<file path="config.mk">
export PLATFORM = sky130hd
export DESIGN_NAME = pipe_stall_ctrl_flat
export DESIGN_NICKNAME = d
export VERILOG_FILES = /design/src/rtl/pipe_stall_ctrl_pkg.sv /design/src/rtl/pipe_stall_ctrl_if.sv /design/src/rtl/pipe_stall_ctrl_inst_hold_buf.sv /design/src/rtl/pipe_stall_ctrl.sv /design/src/flat_wrapper.sv
export SDC_FILE = /design/constraint.sdc
export NUM_CORES = 1
export LEC_CHECK = 0
export ABC_CLOCK_PERIOD_IN_PS = 2700
export BUFFER_PORTS_ARGS = -buffer_cell sky130_fd_sc_hd__buf_2
export CAP_MARGIN = 20
export CORE_MARGIN = 5
export CORE_UTILIZATION = 49
export CTS_BUF_LIST = sky130_fd_sc_hd__clkbuf_16
export DETAILED_ROUTE_END_ITERATION = 8
export HOLD_SLACK_MARGIN = 0.05
export PLACE_DENSITY = 0.8
export SLEW_MARGIN = 10
export SYNTH_ARGS = -nofsm -noshare
export SYNTH_HDL_FRONTEND = slang
export SYNTH_SLANG_ARGS = --single-unit
</file>
<file path="constraint.sdc">
create_clock -name clk -period 2.7 [get_ports clk]
set_input_delay 0.135 -clock clk [delete_from_list [all_inputs] [get_ports clk]]
set_output_delay 0.135 -clock clk [all_outputs]
set_load 0.01 [all_outputs]
</file>
<file path="src/rtl/pipe_stall_ctrl_pkg.sv">
// Shared types and constants for the pipeline stall controller.
// Stall bus bit order: 0=PC 1=IF 2=ID 3=EX 4=MEM 5=WB.
package pipe_stall_ctrl_pkg;

  localparam int STALL_W = 6;
  localparam int MC_MAX_CYCLES_DEF = 64;
  localparam int MC_CNT_W_DEF = 7;
  localparam int STG_ID = 2;

  typedef logic [STALL_W-1:0] stall_bus_t;

  localparam stall_bus_t STALL_NONE = 6'b000000;
  localparam stall_bus_t STALL_LU   = 6'b000111;
  localparam stall_bus_t STALL_MC   = 6'b001111;
  localparam stall_bus_t STALL_MEM  = 6'b011111;

  typedef enum logic {
    RUN     = 1'b0,
    MC_WAIT = 1'b1
  } mc_state_e;

  localparam logic Stop   = 1'b1;
  localparam logic NoStop = 1'b0;

endpackage

</file>
<file path="src/rtl/pipe_stall_ctrl_if.sv">
// Stall request / stall bus bundle between pipeline and stall controller.
// STALL_PERF_CNT_EN adds the per-cause performance counter outputs.
interface pipe_stall_ctrl_if;
  import pipe_stall_ctrl_pkg::*;

  logic       id_load_use_req;
  logic       ex_mc_start;
  logic       ex_mc_done;
  logic       mem_wait_req;
  logic [31:0] inst_sram_rdata;
  stall_bus_t stall;
  logic [31:0] id_inst;
  logic       mc_timeout;
`ifdef STALL_PERF_CNT_EN
  logic [31:0] perf_lu_cnt;
  logic [31:0] perf_mc_cnt;
  logic [31:0] perf_mem_cnt;
`endif

  modport master (
    output id_load_use_req,
    output ex_mc_start,
    output ex_mc_done,
    output mem_wait_req,
    output inst_sram_rdata,
    input  stall,
    input  id_inst,
    input  mc_timeout
`ifdef STALL_PERF_CNT_EN
    ,
    input  perf_lu_cnt,
    input  perf_mc_cnt,
    input  perf_mem_cnt
`endif
  );

  modport slave (
    input  id_load_use_req,
    input  ex_mc_start,
    input  ex_mc_done,
    input  mem_wait_req,
    input  inst_sram_rdata,
    output stall,
    output id_inst,
    output mc_timeout
`ifdef STALL_PERF_CNT_EN
    ,
    output perf_lu_cnt,
    output perf_mc_cnt,
    output perf_mem_cnt
`endif
  );

endinterface

</file>
<file path="src/rtl/pipe_stall_ctrl_inst_hold_buf.sv">
// ID instruction hold buffer: keeps the fetched word while ID is frozen,
// since the synchronous inst SRAM output moves on underneath it.
module inst_hold_buf
  import pipe_stall_ctrl_pkg::*;
(
  input  logic        clk,
  input  logic        resetn,
  input  logic        id_stall_i,
  input  logic [31:0] rdata_i,
  output logic [31:0] inst_o
);

  logic [31:0] hold_q, hold_d;
  logic        valid_q, valid_d;

  always_comb begin
    hold_d  = hold_q;
    valid_d = valid_q;
    if (id_stall_i == NoStop) begin
      valid_d = 1'b0;
    end else if (!valid_q) begin
      hold_d  = rdata_i;
      valid_d = 1'b1;
    end
  end

  always_ff @(posedge clk or negedge resetn) begin
    if (!resetn) begin
      hold_q  <= '0;
      valid_q <= 1'b0;
    end else begin
      hold_q  <= hold_d;
      valid_q <= valid_d;
    end
  end

  assign inst_o = valid_q ? hold_q : rdata_i;

endmodule

</file>
<file path="src/rtl/pipe_stall_ctrl.sv">
// Central stall controller: multicycle FSM, stall priority encoder, ID hold.
// STALL_PERF_CNT_EN adds winning-cause cycle counters.
module pipe_stall_ctrl
  import pipe_stall_ctrl_pkg::*;
#(
  parameter int MC_MAX_CYCLES = MC_MAX_CYCLES_DEF,
  parameter int MC_CNT_W      = MC_CNT_W_DEF
) (
  input  logic               clk,
  input  logic               resetn,
  pipe_stall_ctrl_if.slave   bus
);

  mc_state_e           state_q, state_d;
  logic [MC_CNT_W-1:0] mc_cnt_q, mc_cnt_d;
  logic                mc_to_q, mc_to_d;
  logic                lu_mask_q, lu_mask_d;
  logic                timeout_hit;
  logic                mc_busy;
  logic                mem_sel, mc_sel, lu_sel;
  stall_bus_t          stall_pat, stall_w;

  assign timeout_hit = (state_q == MC_WAIT) &&
                       (mc_cnt_q == MC_CNT_W'(MC_MAX_CYCLES - 1));

  always_comb begin
    state_d  = state_q;
    mc_cnt_d = mc_cnt_q;
    mc_to_d  = mc_to_q;
    mc_busy  = 1'b0;
    unique case (state_q)
      RUN: begin
        if (bus.ex_mc_start) begin
          state_d  = MC_WAIT;
          mc_cnt_d = '0;
          mc_busy  = 1'b1;
        end
      end
      MC_WAIT: begin
        if (mc_cnt_q != '1) mc_cnt_d = mc_cnt_q + 1'b1;
        // a done arriving on the last allowed cycle still counts as on time
        if (bus.ex_mc_done) begin
          state_d = RUN;
        end else if (timeout_hit) begin
          state_d = RUN;
          mc_to_d = 1'b1;
        end else begin
          mc_busy = 1'b1;
        end
      end
      default: state_d = RUN;
    endcase
  end

  assign mem_sel = bus.mem_wait_req;
  assign mc_sel  = ~bus.mem_wait_req & mc_busy;
  assign lu_sel  = ~bus.mem_wait_req & ~mc_busy &
                   bus.id_load_use_req & ~lu_mask_q;

  always_comb begin
    stall_pat = STALL_NONE;
    unique case (1'b1)
      mem_sel: stall_pat = STALL_MEM;
      mc_sel:  stall_pat = STALL_MC;
      lu_sel:  stall_pat = STALL_LU;
      default: stall_pat = STALL_NONE;
    endcase
  end

  // async drop: nothing is honoured while reset is asserted
  assign stall_w   = resetn ? stall_pat : STALL_NONE;
  assign lu_mask_d = lu_sel;

  always_ff @(posedge clk or negedge resetn) begin
    if (!resetn) begin
      state_q   <= RUN;
      mc_cnt_q  <= '0;
      mc_to_q   <= 1'b0;
      lu_mask_q <= 1'b0;
    end else begin
      state_q   <= state_d;
      mc_cnt_q  <= mc_cnt_d;
      mc_to_q   <= mc_to_d;
      lu_mask_q <= lu_mask_d;
    end
  end

  inst_hold_buf u_hold (
    .clk        (clk),
    .resetn     (resetn),
    .id_stall_i (stall_w[STG_ID]),
    .rdata_i    (bus.inst_sram_rdata),
    .inst_o     (bus.id_inst)
  );

  assign bus.stall      = stall_w;
  assign bus.mc_timeout = mc_to_q;

`ifdef STALL_PERF_CNT_EN
  logic [31:0] perf_lu_q, perf_lu_d;
  logic [31:0] perf_mc_q, perf_mc_d;
  logic [31:0] perf_mem_q, perf_mem_d;

  assign perf_lu_d  = perf_lu_q + {31'b0, lu_sel};
  assign perf_mc_d  = perf_mc_q + {31'b0, mc_sel};
  assign perf_mem_d = perf_mem_q + {31'b0, mem_sel};

  always_ff @(posedge clk or negedge resetn) begin
    if (!resetn) begin
      perf_lu_q  <= '0;
      perf_mc_q  <= '0;
      perf_mem_q <= '0;
    end else begin
      perf_lu_q  <= perf_lu_d;
      perf_mc_q  <= perf_mc_d;
      perf_mem_q <= perf_mem_d;
    end
  end

  assign bus.perf_lu_cnt  = perf_lu_q;
  assign bus.perf_mc_cnt  = perf_mc_q;
  assign bus.perf_mem_cnt = perf_mem_q;
`endif

endmodule

</file>
<file path="src/flat_wrapper.sv">
// flat-port wrapper written by rule: the top's interface ports become plain ports
module pipe_stall_ctrl_flat import pipe_stall_ctrl_pkg::*;
#(
  parameter int MC_MAX_CYCLES = MC_MAX_CYCLES_DEF,
  parameter int MC_CNT_W      = MC_CNT_W_DEF
)
  (clk, resetn, bus_id_load_use_req, bus_ex_mc_start, bus_ex_mc_done, bus_mem_wait_req, bus_inst_sram_rdata, bus_stall, bus_id_inst, bus_mc_timeout);
  pipe_stall_ctrl_if bus_i ();
  input  logic clk;
  input  logic resetn;
  input wire logic [$bits(bus_i.id_load_use_req)-1:0] bus_id_load_use_req;
  input wire logic [$bits(bus_i.ex_mc_start)-1:0] bus_ex_mc_start;
  input wire logic [$bits(bus_i.ex_mc_done)-1:0] bus_ex_mc_done;
  input wire logic [$bits(bus_i.mem_wait_req)-1:0] bus_mem_wait_req;
  input wire logic [$bits(bus_i.inst_sram_rdata)-1:0] bus_inst_sram_rdata;
  output wire logic [$bits(bus_i.stall)-1:0] bus_stall;
  output wire logic [$bits(bus_i.id_inst)-1:0] bus_id_inst;
  output wire logic [$bits(bus_i.mc_timeout)-1:0] bus_mc_timeout;
  assign bus_i.id_load_use_req = bus_id_load_use_req;
  assign bus_i.ex_mc_start = bus_ex_mc_start;
  assign bus_i.ex_mc_done = bus_ex_mc_done;
  assign bus_i.mem_wait_req = bus_mem_wait_req;
  assign bus_i.inst_sram_rdata = bus_inst_sram_rdata;
  assign bus_stall = bus_i.stall;
  assign bus_id_inst = bus_i.id_inst;
  assign bus_mc_timeout = bus_i.mc_timeout;
  pipe_stall_ctrl #(.MC_MAX_CYCLES(MC_MAX_CYCLES), .MC_CNT_W(MC_CNT_W)) u_core (.clk(clk), .resetn(resetn), .bus(bus_i));
endmodule
</file>
Word-level counts from Yosys, hierarchy flattened
Index checks and enable logic that the tools add are counted.
{"block": "word_totals", "out_inout_bits": 39, "in_bits": 38, "reg_bits": 43}
{"block": "op_classes", "addsub": 1, "muxes": 11, "n_eq_ne": 4, "bitwise": 9, "n_reduce_logical": 3}
{"op": "two-way mux 32 bit", "count": 1}
{"op": "one-hot mux 5 bit (3 select lines)", "count": 1}
{"op": "two-way mux 7 bit", "count": 2}
{"op": "one-hot mux 7 bit (2 select lines)", "count": 1}
{"op": "adder 7 x 1 -> 7 bit (second input constant)", "count": 1}
{"op": "equality test 7 x 6 -> 1 bit (second input constant)", "count": 1}
{"op": "!= test 7 bit (second input constant)", "count": 1}
{"op": "two-way mux 5 bit", "count": 1}
{"op": "NOT 1 bit", "count": 5}
{"op": "bitwise AND 1 bit", "count": 4}
{"op": "two-way mux 1 bit", "count": 4}
{"op": "!= test 2 bit (second input constant)", "count": 2}
{"op": "AND reduction 3 bit", "count": 1}
{"op": "one-hot mux 1 bit (2 select lines)", "count": 1}
{"op": "AND reduction 2 bit", "count": 1}
{"op": "logical AND 1 bit", "count": 1}

Longest topological paths before layout
Gate-level depths: netlist (run 1).
{"block": "logic_depth", "depth_word": 12, "ltp_mapped": 6, "depth_no_buf": 5}

By module
A second synthesis (run 1) with hierarchy kept.
{"block": "unflattened", "cells_unflattened": 159, "hier_area_um2": 2289.7}
{"mod": "inst_hold_buf", "cells_each": 106, "instances": 1, "seq_area_each_um2": 825.8, "area_per_inst_um2": 1744.2}
{"mod": "pipe_stall_ctrl", "cells_each": 53, "instances": 1, "seq_area_each_um2": 250.2, "area_per_inst_um2": 545.5}

Least setup slack after synthesis (run 1)
No wires, ideal clock.
{"block": "synth_path", "path_kind": "register to register", "start": "register u_core.mc_cnt_q[0]", "end": "register u_core.u_hold.hold_q[0]", "stages_incl_launch_ff": 7, "path_slack_ns": 0.833, "arrival_ns": 1.742, "setup_ns": 0.125, "required_ns": 2.575, "period_less_slack_ns": 1.867, "path_cell_list": "dfrtp_1 ha_1 and4_4 a31o_2 a21boi_4 buf_6 mux2_2"}
{"block": "synth_between", "elab_chain_len": 11}
{"element": "from (decl)", "line": "pipe_stall_ctrl.sv:15", "text": "logic [MC_CNT_W-1:0] mc_cnt_q, mc_cnt_d;"}
{"element": "from (signal assigned)", "line": "pipe_stall_ctrl.sv:82", "text": "mc_cnt_q <= mc_cnt_d;"}
{"element": "equality test 7 x 6 -> 1 bit *", "line": "pipe_stall_ctrl.sv:24", "text": "(mc_cnt_q == MC_CNT_W'(MC_MAX_CYCLES - 1));"}
{"element": "logical AND 1 bit *", "line": "pipe_stall_ctrl.sv:23", "text": "assign timeout_hit = (state_q == MC_WAIT) &&"}
{"element": "two-way mux 1 bit *", "line": "pipe_stall_ctrl.sv:44", "text": "end else if (timeout_hit) begin"}
{"element": "two-way mux 1 bit *", "line": "pipe_stall_ctrl.sv:42", "text": "if (bus.ex_mc_done) begin"}
{"element": "one-hot mux 1 bit (2 select lines) *", "line": "pipe_stall_ctrl.sv:31", "text": "unique case (state_q)"}
{"element": "NOT 1 bit", "line": "pipe_stall_ctrl.sv:57", "text": "assign lu_sel = ~bus.mem_wait_req & ~mc_busy &"}
{"element": "bitwise AND 1 bit (2 in a row)", "line": "pipe_stall_ctrl.sv:57"}
{"element": "bitwise AND 1 bit", "line": "pipe_stall_ctrl.sv:58", "text": "bus.id_load_use_req & ~lu_mask_q;"}
{"element": "one-hot mux 5 bit (3 select lines) *", "line": "pipe_stall_ctrl.sv:62", "text": "unique case (1'b1)"}
{"element": "two-way mux 5 bit *", "line": "pipe_stall_ctrl.sv:71", "text": "assign stall_w = resetn ? stall_pat : STALL_NONE;"}
{"element": "net u_core.u_hold.id_stall_i", "line": "pipe_stall_ctrl_inst_hold_buf.sv:8", "text": "input logic id_stall_i,"}
{"element": "to (signal assigned)", "line": "pipe_stall_ctrl_inst_hold_buf.sv:32", "text": "hold_q <= hold_d;"}
{"element": "to (decl)", "line": "pipe_stall_ctrl_inst_hold_buf.sv:13", "text": "logic [31:0] hold_q, hold_d;"}
Mark *: on every way through the listed nets, which the timed path passes. The rest lies on a longest branch.
A chain may end at the register's enable or synchronous reset.

Worst setup path after layout (run 1)
{"block": "layout_path", "start": "register u_core.mc_cnt_q[0]", "end": "output bus_stall[0]"}
{"block": "layout_between", "elab_chain_len": 11}
{"element": "equality test 7 x 6 -> 1 bit *", "line": "pipe_stall_ctrl.sv:24"}
{"element": "logical AND 1 bit *", "line": "pipe_stall_ctrl.sv:23"}
{"element": "two-way mux 1 bit *", "line": "pipe_stall_ctrl.sv:44"}
{"element": "two-way mux 1 bit *", "line": "pipe_stall_ctrl.sv:42"}
{"element": "one-hot mux 1 bit (2 select lines) *", "line": "pipe_stall_ctrl.sv:31"}
{"element": "NOT 1 bit", "line": "pipe_stall_ctrl.sv:57"}
{"element": "bitwise AND 1 bit (2 in a row)", "line": "pipe_stall_ctrl.sv:57"}
{"element": "bitwise AND 1 bit", "line": "pipe_stall_ctrl.sv:58"}
{"element": "one-hot mux 5 bit (3 select lines) *", "line": "pipe_stall_ctrl.sv:62"}
{"element": "two-way mux 5 bit *", "line": "pipe_stall_ctrl.sv:71"}
{"element": "to (decl)", "line": "flat_wrapper.sv:16", "text": "output wire logic [$bits(bus_i.stall)-1:0] bus_stall;"}
Every way passes the cells marked *; elsewhere a longest branch is shown, timed or not.

==> results of run 1 <==
-- where the power goes --
group / total (mW) / switching (mW) / internal [mW] / leakage, nW
clock: 0.765 / 0.236 / 0.529 / 0.0900
sequential: 0.889 / 0.0914 / 0.798 / 0.516
combinational: 0.536 / 0.239 / 0.297 / 0.681
-- layer usage --
| metal | track usage | share of wire |
|---|---|---|
| met1 | 0.183 | 0.40 |
| met2 | 0.263 | 0.50 |
| met3 | 0.0532 | 0.080 |
| met4 | 0.0577 | 0.017 |
| met5 | 0 | 0 |
-- timing repair --
action,CTS,global route
endpoints found under the hold margin,44,0
endpoints found under the setup margin,0,0
hold buffers,2,0
buffers inserted,0,0
resized for setup,0,0
-- sequential cells by signal, indices dropped and copies added (netlist names) --
signal and flops:
u_core.bus.mc_timeout 1, u_core.lu_mask_q 1, u_core.mc_cnt_q 7, u_core.state_q 1, u_core.u_hold.hold_q 32, u_core.u_hold.valid_q 1
-- critical path, delay by kind of cell, from the launching register on --
kind / cells / cell delay, ps
AND/OR/NAND/NOR: 1 / 160
AO/OA/AOI/OAI: 2 / 390
buffers and inverters: 2 / 630
flip-flops: 1 / 420
adder cells (fa/ha/maj): 1 / 240
-- kinds of logic (layout without fill, tap and decap cells) --
family,after synthesis,after routing
DFF,43,43
xor gates and xnor gates,1,1
muxes,65,65
other,1,1
adders and majority gates,1,1
AOI/OAI and AO/OA,15,15
and+or+nand+nor,21,21
buffers and inverters,14,90
-- cell type report --
type                       count  area share
multi-input combinational    104       0.361
timing repair buffer          80       0.152
inverter                       2     0.00273
clock buffer                   5      0.0455
clock inverter                 3      0.0245
sequential                    43       0.391
tap                           52      0.0236
-- how the worst min path moves through the flow --
stage,from,to,cells past startpoint
after detailed placement,resetn,u_core.u_hold.hold_q[0],2
after floorplan,resetn,u_core.bus.mc_timeout,0
after global placement,resetn,u_core.mc_cnt_q[5],2
after CTS,bus_mem_wait_req,u_core.lu_mask_q,2
final,bus_mem_wait_req,u_core.lu_mask_q,2
after global routing,bus_mem_wait_req,u_core.lu_mask_q,2
-- Yosys cell counts --
| cell | number | area share |
|---|---|---|
| sky130_fd_sc_hd__mux2_1 | 4 | 0.021 |
| sky130_fd_sc_hd__clkbuf_1 | 2 | 0.0035 |
| sky130_fd_sc_hd__a21boi_4 | 1 | 0.0087 |
| sky130_fd_sc_hd__a21oi_1 | 2 | 0.0046 |
| sky130_fd_sc_hd__and2_1 | 2 | 0.0058 |
| sky130_fd_sc_hd__a31oi_1 | 1 | 0.0029 |
| sky130_fd_sc_hd__nor2b_1 | 3 | 0.0087 |
| sky130_fd_sc_hd__o22ai_1 | 1 | 0.0029 |
| sky130_fd_sc_hd__o211ai_1 | 1 | 0.0035 |
| sky130_fd_sc_hd__and4b_1 | 1 | 0.0046 |
| sky130_fd_sc_hd__ha_1 | 1 | 0.0058 |
| sky130_fd_sc_hd__nand3_1 | 3 | 0.0069 |
| sky130_fd_sc_hd__a31o_2 | 1 | 0.0040 |
| sky130_fd_sc_hd__nand2b_1 | 2 | 0.0058 |
| sky130_fd_sc_hd__nor3b_1 | 1 | 0.0035 |
| sky130_fd_sc_hd__o21a_1 | 2 | 0.0069 |
| sky130_fd_sc_hd__nor3_1 | 1 | 0.0023 |
| sky130_fd_sc_hd__buf_2 | 3 | 0.0069 |
| sky130_fd_sc_hd__nand4_1 | 1 | 0.0029 |
| sky130_fd_sc_hd__mux2_2 | 61 | 0.32 |
| sky130_fd_sc_hd__nor2_1 | 2 | 0.0035 |
| sky130_fd_sc_hd__dfrtp_1 | 43 | 0.50 |
| sky130_fd_sc_hd__o31ai_1 | 1 | 0.0035 |
| sky130_fd_sc_hd__a22o_1 | 1 | 0.0040 |
| sky130_fd_sc_hd__o21ai_0 | 3 | 0.0069 |
| sky130_fd_sc_hd__nand2_1 | 3 | 0.0052 |
| sky130_fd_sc_hd__a41oi_1 | 1 | 0.0040 |
| sky130_fd_sc_hd__buf_4 | 4 | 0.014 |
| sky130_fd_sc_hd__and3_1 | 1 | 0.0029 |
| sky130_fd_sc_hd__buf_6 | 3 | 0.016 |
| sky130_fd_sc_hd__xor2_1 | 1 | 0.0040 |
| sky130_fd_sc_hd__inv_1 | 2 | 0.0035 |
| sky130_fd_sc_hd__conb_1 | 1 | 0.0017 |
| sky130_fd_sc_hd__and4_4 | 1 | 0.0052 |
-- stage by stage --
stage,instance area (µm²),hold slack [ps],cells
after floorplan,2160,-161,161
after global placement,2540,270,279
after detailed placement,2540,276,279
after CTS,2750,55.5,289
after global routing,2750,70.6,289
final,2750,55.1,289
==> run summary, run 1 <==
• **Reg2Reg Depth** 6
• **Synth Area per Inst** 13.4 µm²
• **Cell Area, Synth** 2160 µm²
• **reg-to-reg setup timing slack** 570 ps
• **clock slew at reported path FFs** 60 ps
• **Critical Path End** bus_stall[0]
• **largest family of logic cells by synthesized area** multiplexers
• **via count of the first global-routing pass** 1633
• **maximum number of pins on one net before global-route repair** 46
• **Slew Limit Headroom** 0.631
• **setup TNS** 0 ps
• **I/O pin total** 77
• **max-slew violations** 0
• **clock buffer count from CTS** 5
• **Max clock buf depth** 2
• **global route total overflow** 0
• **Layout Nets** 275
• **final wirelength** 4.53 mm
• **R2R Path Start** u_core.mc_cnt_q[0]
• **Total Die Area** 5840 µm²
• **number of failing setup endpoints in the final timing report** 0
• **first-iteration detailed-routing DRC count** 76
• **area inside the core boundary** 4320 µm²
• **via density per instance** 5.31
• **Max Clock Skew** 2.47 ps
• **XOR/XNOR share of the synthesized area** 0.00405
• **Initial Utilization** 0.500
• **height of the chip** 76.4 µm
• **critical path start-end classification** reg -> out
• **H-tree levels** 2
• **slowest CP cell** sky130_fd_sc_hd__dfrtp_1
• **count of nets left with antenna violations after detail routing** 0
• **signal arrival time at the worst endpoint** 2120 ps
• **launching element of the worst setup path** u_core.mc_cnt_q[0]
• **number of antenna violations at the first check in global routing** 0
• **Filler cells** 339
• **worst reg2reg endpoint** u_core.u_hold.hold_q[0]
• **Port-buffer cells** 75
• **most frequent cells in the layout** 75 x sky130_fd_sc_hd__buf_2, 61 x sky130_fd_sc_hd__mux2_2, 43 x sky130_fd_sc_hd__dfrtp_1, 5 x sky130_fd_sc_hd__clkbuf_16, 4 x sky130_fd_sc_hd__mux2_1
• **worst path cell trace** ha_1, and4_4, a31o_2, a21boi_4, buf_4, buf_2
• **TritonCTS clock tree** built
• **data required time at the worst endpoint** 2570 ps
• **share of the clock period used by the worst path** 0.834
• **vias** 1535
• **standby leakage power** 1.29 nW
• **post-detailed-placement half-perimeter wirelength** 3.27 mm
• **total power after layout** 2.19 mW
• **Final Hold Vio Count** 0
• **status** complete, no violations
• **fraction of final layout cells with drive strength greater than 1** 0.633
• **area fraction in compound gates after synthesis** 0.0521
• **largest stage delay on the critical path** 420 ps
• **sequential share of the synthesized area** 0.497
• **clock sink count** 43
• **Die X-Extent** 76.4 µm
• **count of standard-cell rows** 24
• **dpl ws** 587 ps
• **class of the tightest hold or removal check** in -> reg
• **max-cap violation count** 0
• **Critical Path Sink Type** output pin
• **Cell Pwr Density** 796 nW/µm²
• **RSZ-0062 raised after global routing** no
• **Avg WL per Cell** 15.7 µm
• **GRT Resource Usage Total** 0.156
• **area added between synthesis and finish** 27.2%
• **flip-flop and latch count after synthesis** 43
• **area used by multi-input combinational logic** 993 µm²
• **syn_nets** 200
• **Synth Area in Adders** 0.00578
• **Clock Tree Root** sky130_fd_sc_hd__clkbuf_16
• **number of detailed-route iterations in the first pass** 4
• **flip-flop and latch area** 1080 µm²
• **fin worst setup slack** 449 ps
• **mux contribution to synthesized area** 0.338
• **ANT cells** 0
• **total DRC errors in the routed layout** 0
• **shortest period the worst path allows** 2250 ps
• **most common cell after layout, fill and taps aside** sky130_fd_sc_hd__buf_2
• **largest fanout of any net on the critical path** 36
• **RD Place Congestion** 0.805
• **crit start category** flip-flop
• **fmax** 0.444 GHz
• **Yosys Warn Count** 0
• **synthesized-area fraction occupied by and/or/nand/nor cells** 0.0573
• **slew at the pin closest to its max-slew limit** 554 ps
• **post-synthesis instance total** 161
• **peak supply drop** 0.323 mV
• **Unique masters post-synth** 34
• **clock latency of the later-clocked register in the worst-skew pair** 280 ps
• **global-route wire length before repair** 7.51 mm
• **post-layout util** 0.637
No activity file was read; power rests on OpenSTA's default activity.
==> run 2: changes to the inputs <==
--- a/config.mk
+++ b/config.mk
@@ -5,7 +5,7 @@
 export SDC_FILE = /design/constraint.sdc
 export NUM_CORES = 1
 export LEC_CHECK = 0
-export ABC_CLOCK_PERIOD_IN_PS = 2700
+export ABC_CLOCK_PERIOD_IN_PS = 2200
 export BUFFER_PORTS_ARGS = -buffer_cell sky130_fd_sc_hd__buf_2
 export CAP_MARGIN = 20
 export CORE_MARGIN = 5
==> constraint.sdc (replaced) <==
create_clock -name clk -period 2.2 [get_ports clk]
set_input_delay 0.11 -clock clk [delete_from_list [all_inputs] [get_ports clk]]
set_output_delay 0.11 -clock clk [all_outputs]
set_load 0.01 [all_outputs]
==> run 2 against run 1 <==
Clock skew rose by 3.9 ps. Design area fell by 0.50%. Sequential share of layout area rose by 0.20 points. Combinational power is 23% higher. Register-to-register slack got worse by 310 ps. First-iteration DRC count shrank 54%. Clock power down 8.1%. Wire length is 4.7% lower. Final cell count increased by 1.0%. Setup slack worse by 270 ps. Critical path depth did not move. Total power grew 12%. Largest cell class unchanged.
==> run summary, run 2 (synthesis gave the netlist of run 1 again) <==
• **crit start category** flip-flop
• **GRT Resource Usage Total** 0.153
• **number of detailed-route iterations in the first pass** 4
• **Power Internal** 1.76 mW
• **largest fanout of any net on the critical path** 29
• **area added between synthesis and finish** 26.6%
• **vias** 1503
• **Reg2Reg Depth** 6
• **Critical Path Sink Type** output pin
• **Critical Path End** bus_stall[0]
• **worst reg2reg endpoint** u_core.u_hold.hold_q[26]
• **max FFs per register** 32
• **share of the clock period used by the worst path** 0.918
• **share of total power in the clock network** 0.288
• **Port-buffer cells** 75
• **Clock Tree Root** sky130_fd_sc_hd__clkbuf_16
• **data required time at the worst endpoint** 2090 ps
• **share of total power in combinational logic** 0.270
• **R2R Path Start** u_core.mc_cnt_q[0]
• **largest reg by FF count** u_core.u_hold.hold_q
• **TritonCTS clock tree** built
• **ANT cells** 0
• **Initial Utilization** 0.500
• **standby leakage power** 1.29 nW
• **Layout Nets** 278
• **hold slack** 185 ps
• **Final Hold Vio Count** 0
• **Total Die Area** 5840 µm²
• **H-tree levels** 2
• **launching element of the worst setup path** u_core.mc_cnt_q[0]
• **switching part of the total power** 0.279
• **net switching power of the design** 0.681 mW
• **height of the chip** 76.4 µm
• **post-detailed-placement half-perimeter wirelength** 3.17 mm
• **maximum number of pins on one net before global-route repair** 46
• **Cell Pwr Density** 893 nW/µm²
• **global route total overflow** 0
• **clock sink count** 43
• **clock latency of the later-clocked register in the worst-skew pair** 280 ps
• **first-iteration detailed-routing DRC count** 35
• **peak supply drop** 0.432 mV
• **count of nets left with antenna violations after detail routing** 0
• **max-slew violations** 0
• **via count of the first global-routing pass** 1561
• **fraction of final layout cells with drive strength greater than 1** 0.629
• **fraction of power consumed by sequential logic** 0.443
• **Die X-Extent** 76.4 µm
• **number of antenna violations at the first check in global routing** 0
• **total power after layout** 2.45 mW
• **setup TNS** 0 ps
• **via density per instance** 5.15
• **signal arrival time at the worst endpoint** 1910 ps
• **Avg WL per Cell** 14.8 µm
• **number of failing setup endpoints in the final timing report** 0
• **status** complete, no violations
• **Max Clock Skew** 6.41 ps
• **I/O pin total** 77
• **critical path start-end classification** reg -> out
• **slew at the pin closest to its max-slew limit** 540 ps
• **clock slew at reported path FFs** 60 ps
• **most common cell after layout, fill and taps aside** sky130_fd_sc_hd__buf_2
• **fmax** 0.495 GHz
• **RSZ-0062 raised after global routing** no
• **RD Place Congestion** 0.812
• **largest registers** u_core.u_hold.hold_q (32), u_core.mc_cnt_q (7)
• **count of standard-cell rows** 24
• **Max clock buf depth** 2
• **global-route wire length before repair** 7.31 mm
• **total DRC errors in the routed layout** 0
• **reg-to-reg setup timing slack** 260 ps
• **shortest period the worst path allows** 2020 ps
• **class of the tightest hold or removal check** in -> reg
• **most frequent cells in the layout** 75 x sky130_fd_sc_hd__buf_2, 61 x sky130_fd_sc_hd__mux2_2, 43 x sky130_fd_sc_hd__dfrtp_1, 5 x sky130_fd_sc_hd__clkbuf_16
• **clock buffer count from CTS** 5
• **max-cap violation count** 0
• **Post-CTS Repair Setup Buffers** 0
• **final wirelength** 4.32 mm
• **area inside the core boundary** 4320 µm²
• **Slew Limit Headroom** 0.640
run 2: cell types whose count changed in the layout (fill, tap and decap cells not counted):
cell	previous run	this run
sky130_fd_sc_hd__inv_1	2	3
sky130_fd_sc_hd__buf_12	0	1
sky130_fd_sc_hd__bufinv_16	2	0
sky130_fd_sc_hd__dlygate4sd3_1	2	3
sky130_fd_sc_hd__clkinv_2	0	1
sky130_fd_sc_hd__buf_4	3	4
run 2: how the worst min path moves through the flow:
stage,from,endpoint,slack [ps],cells after the start
final,bus_inst_sram_rdata[14],u_core.u_hold.hold_q[14],190,3
after global routing,bus_inst_sram_rdata[29],u_core.u_hold.hold_q[29],200,3
after detailed placement,resetn,u_core.u_hold.hold_q[9],260,2
after global placement,resetn,u_core.u_hold.hold_q[27],240,2
after CTS,bus_inst_sram_rdata[14],u_core.u_hold.hold_q[14],180,3
after floorplan,resetn,u_core.bus.mc_timeout,-190,0
run 2: layer usage:
| metal | vias to the layer above | GRT usage | part of all wire |
|---|---|---|---|
| met5 | - | 0 | 0 |
| met4 | 0 | 0.0752 | 0.026 |
| met3 | 11 | 0.0532 | 0.073 |
| met2 | 51 | 0.242 | 0.48 |
| met1 | 705 | 0.184 | 0.42 |
| li1 | 736 | - | - |
run 2: layout make-up:
type,instances,area [µm²]
repair buffers,83,455
multi-input cells,104,993
fillers,348,1590
clock buffers,5,125
inverters,2,7.51
flip-flops and latches,43,1080
well taps,52,65.1
clock inverters,3,16.3
run 2: power groups by stage:
stage | registers [mW] | logic [mW] | clock network [mW]
floorplan | 1.06 | 0.468 | 0
global placement | 1.09 | 0.647 | 0
detailed placement | 1.10 | 0.663 | 0
CTS | 1.09 | 0.672 | 0.720
global route | 1.11 | 0.732 | 0.746
finish | 1.08 | 0.659 | 0.703
run 2: worst max-delay path, cell delays in order, from the launching register on:
cell                       delay [ps]
sky130_fd_sc_hd__dfrtp_1          420
sky130_fd_sc_hd__ha_1             240
sky130_fd_sc_hd__and4_4           160
sky130_fd_sc_hd__a31o_2           270
sky130_fd_sc_hd__a21boi_4         170
sky130_fd_sc_hd__buf_12           210
sky130_fd_sc_hd__buf_2            160
run 2: metrics by stage:
stage	setup slack, ps	cells	util	area [µm²]
after global placement	329	281	0.594	2570
after detailed placement	272	281	0.594	2570
after global routing	118	292	0.633	2740
final	181	292	0.633	2740
after floorplan	333	161	-	2160
after CTS	167	292	0.633	2740
run 2: timing repair:
item | 4_1_cts | 5_1_grt
gates resized for setup | 0 | 0
hold buffers | 3 | 0
hold endpoints to repair | 45 | 0
==> run 3: changes to the inputs <==
--- a/config.mk
+++ b/config.mk
@@ -6,15 +6,16 @@
 export NUM_CORES = 1
 export LEC_CHECK = 0
 export ABC_CLOCK_PERIOD_IN_PS = 2200
-export BUFFER_PORTS_ARGS = -buffer_cell sky130_fd_sc_hd__buf_2
 export CAP_MARGIN = 20
 export CORE_MARGIN = 5
-export CORE_UTILIZATION = 49
+export CORE_UTILIZATION = 50
 export CTS_BUF_LIST = sky130_fd_sc_hd__clkbuf_16
 export DETAILED_ROUTE_END_ITERATION = 8
+export DONT_BUFFER_PORTS = 1
 export HOLD_SLACK_MARGIN = 0.05
-export PLACE_DENSITY = 0.8
+export PLACE_DENSITY = 0.66
 export SLEW_MARGIN = 10
 export SYNTH_ARGS = -nofsm -noshare
 export SYNTH_HDL_FRONTEND = slang
+export SYNTH_HIERARCHICAL = 1
 export SYNTH_SLANG_ARGS = --single-unit
==> run 3 against run 2 <==
Sequential share of layout area shrank 2.9 points. Core utilization increased by 4.0 points. Non-clock buffer count decreased by 33. Register-to-register slack lost 230 ps. Design area grew 7.9%. Global-route usage about the same. First-iteration DRC count is 130% higher. Via count decreased by 3.1%.
==> run summary, run 3 <==
• **Filler cells** 299
• **cell accounting for the most synthesized area** sky130_fd_sc_hd__dfrtp_1
• **crit start category** flip-flop
• **Critical Path Sink Type** flip-flop
• **share of the clock period used by the worst path** 0.986
• **global-route wire length before repair** 7.58 mm
• **launching element of the worst setup path** u_core/mc_cnt_q[0]
• **via count of the first global-routing pass** 1617
• **count of standard-cell rows** 24
• **status** complete, no violations
• **data required time at the worst endpoint** 2360 ps
• **Cell Pwr Density** 810 nW/µm²
• **max FFs per register** 32
• **RD Place Congestion** 0.757
• **Max clock buf depth** 2
• **clock buffer count from CTS** 5
• **max-slew violations** 0
• **setup TNS** 0 ps
• **standby leakage power** 1.34 nW
• **max-cap violation count** 0
• **post-synthesis instance total** 159
• **largest fanout of any net on the critical path** 6
• **number of detailed-route iterations in the first pass** 4
• **Unique masters post-synth** 37
• **area added between synthesis and finish** 29.0%
• **count of nets left with antenna violations after detail routing** 0
• **dpl ws** 58.9 ps
• **Worst Path Buf+Inv** 1
• **total DRC errors in the routed layout** 0
• **number of failing setup endpoints in the final timing report** 0
• **ANT cells** 0
• **vias** 1457
• **EDFF count, synth** 0
• **Layout Nets** 243
• **sequential share of the synthesized area** 0.470
• **reg-to-reg setup timing slack** 30 ps
• **post-detailed-placement half-perimeter wirelength** 3.05 mm
• **post-layout util** 0.674
• **Port-buffer cells** 0
• **number of antenna violations at the first check in global routing** 0
• **slowest CP cell** sky130_fd_sc_hd__dfrtp_1
• **Cell Area, Synth** 2290 µm²
• **fmax** 0.461 GHz
• **Initial Utilization** 0.522
• **largest stage delay on the critical path** 400 ps
• **Max Clock Skew** 2.50 ps
• **top cells by count, synth** 43 x sky130_fd_sc_hd__dfrtp_1, 34 x sky130_fd_sc_hd__mux2_2, 30 x sky130_fd_sc_hd__mux2_4
• **shortest period the worst path allows** 2170 ps
• **first-iteration detailed-routing DRC count** 79
• **leading cell types by total area after synthesis** sky130_fd_sc_hd__dfrtp_1 47%, sky130_fd_sc_hd__mux2_4 20%, sky130_fd_sc_hd__mux2_2 17%, sky130_fd_sc_hd__buf_6 2.5%, sky130_fd_sc_hd__nor2b_1 1.1%
• **peak supply drop** 0.464 mV
• **Clock Tree Root** sky130_fd_sc_hd__clkbuf_16
• **Finished Layout Cells** 257
• **Total Die Area** 6030 µm²
• **top cell family by delay on the critical path** simple AND/OR/NAND/NOR gates
• **RSZ-0062 raised after global routing** yes
• **largest registers** u_core/u_hold/hold_q (32), u_core/mc_cnt_q (7)
• **clock latency of the later-clocked register in the worst-skew pair** 280 ps
• **final wirelength** 5.02 mm
• **fraction of final layout cells with drive strength greater than 1** 0.454
• **Synth Area per Inst** 14.4 µm²
• **class of the tightest hold or removal check** in -> reg
• **most common cell after layout, fill and taps aside** sky130_fd_sc_hd__dfrtp_1
• **clock sink count** 43
• **flip-flop and latch count after synthesis** 43
• **critical path start-end classification** reg -> reg
• **signal arrival time at the worst endpoint** 2330 ps
• **H-tree levels** 2
• **most frequent cells in the layout** 43 x sky130_fd_sc_hd__dfrtp_1, 36 x sky130_fd_sc_hd__dlygate4sd3_1, 32 x sky130_fd_sc_hd__mux2_2, 32 x sky130_fd_sc_hd__mux2_4, 8 x sky130_fd_sc_hd__buf_4
• **global route total overflow** 0
• **TritonCTS clock tree** built
• **Layout Cell Area excl Fill** 2950 µm²
• **Inst Count DP** 205
• **cell with the most instances after synthesis** sky130_fd_sc_hd__dfrtp_1
• **height of the chip** 77.7 µm
• **Die X-Extent** 77.7 µm
• **fraction of registers with async set/reset** 1.00
• **worst path cell trace** ha_2, nand4_1, nor3_2, o21bai_2, o31a_1, nand2b_4, clkbuf_16, mux2_4
• **Yosys Warn Count** 6
• **syn_nets** 198
• **primary flip-flop cell chosen by synthesis mapping** sky130_fd_sc_hd__dfrtp_1
• **clock slew at reported path FFs** 60 ps
• **via density per instance** 5.67
• **GRT Resource Usage Total** 0.153
• **fin worst setup slack** 30.9 ps
• **proportion of netlist area held by the largest area contributor** 0.470
• **maximum number of pins on one net before global-route repair** 44
• **area inside the core boundary** 4380 µm²
• **largest reg by FF count** u_core/u_hold/hold_q
• **Final Hold Vio Count** 0
• **placed inst area** 2310 µm²
• **R2R Path Start** u_core/mc_cnt_q[0]
• **I/O pin total** 77
• **Avg WL per Cell** 19.5 µm
• **launch point of the worst hold path** bus_ex_mc_start
run 3: changes by cell type after synthesis, moves of 2 or more:
cell | before | now
sky130_fd_sc_hd__mux2_2 | 61 | 34
sky130_fd_sc_hd__mux2_1 | 4 | 0
sky130_fd_sc_hd__mux2_4 | 0 | 30
sky130_fd_sc_hd__a31oi_1 | 1 | 3
sky130_fd_sc_hd__o21ai_0 | 3 | 0
sky130_fd_sc_hd__buf_6 | 3 | 5
sky130_fd_sc_hd__nand3_1 | 3 | 1
run 3: routing by layer:
metal | global-route usage | routed length, µm
met3 | 0.0463 | 355
met2 | 0.243 | 2410
met4 | 0.0464 | 80
met1 | 0.202 | 2170
met5 | 0 | 0
run 3: final timing paths:
path / endpoint / depth (start not counted)
setup / recovery: u_core/u_hold/hold_q[9] / 8
hold / removal: u_core/mc_cnt_q[2] / 3
setup reg to reg: u_core/u_hold/hold_q[9] / 8
hold reg to reg: u_core/u_hold/hold_q[12] / 1
max in group asynchronous: u_core/u_hold/hold_q[17] / 2
min in group asynchronous: u_core/mc_cnt_q[4] / 2
run 3: metrics by stage:
step	power [mW]	hold slack, ps
3_5_place_dp	1.58	-184
2_1_floorplan	1.49	-186
6_report	2.39	80.4
5_1_grt	2.49	75.5
3_3_place_gp	1.55	-184
4_1_cts	2.37	70.0
run 3: what timing repair did:
action                     CTS  global route
hold buffers                37             0
setup endpoints to repair    0            31
hold endpoints to repair    78             0
setup buffers                0             4
resized for setup            0             6
run 3: layout make-up:
type	count	area, µm²	share of cell area
Clock buffer	5	125	0.0424
Clock inverter	3	20.0	0.00678
Inverter	2	7.51	0.00254
Multi-Input combinational cell	102	1130	0.382
Sequential cell	43	1080	0.364
Tap cell	52	65.1	0.0220
Timing Repair Buffer	50	533	0.180
run 3: logic make-up after synthesis:
| kind of cell | Yosys count | share of synthesized area |
|---|---|---|
| buf+inv | 14 | 0.0459 |
| simple gates | 20 | 0.0612 |
| compound gates | 15 | 0.0481 |
| xor+xnor | 1 | 0.00383 |
| mux | 64 | 0.364 |
| other cells | 1 | 0.00164 |
| flops | 43 | 0.470 |
| fa+ha+maj | 1 | 0.00546 |
run 3: worst min-delay path: stages:
cell                      delay, ps
sky130_fd_sc_hd__nor2b_1         20
sky130_fd_sc_hd__o22ai_1        120
sky130_fd_sc_hd__a31oi_1         60
run 3: power breakdown:
| group | internal (mW) | switching [mW] | total, mW | leakage (nW) |
|---|---|---|---|---|
| Sequential | 0.939 | 0.101 | 1.04 | 0.516 |
| Clock | 0.417 | 0.288 | 0.705 | 0.0658 |
| Combinational | 0.392 | 0.254 | 0.646 | 0.758 |
| Total | 1.75 | 0.643 | 2.39 | 1.34 |
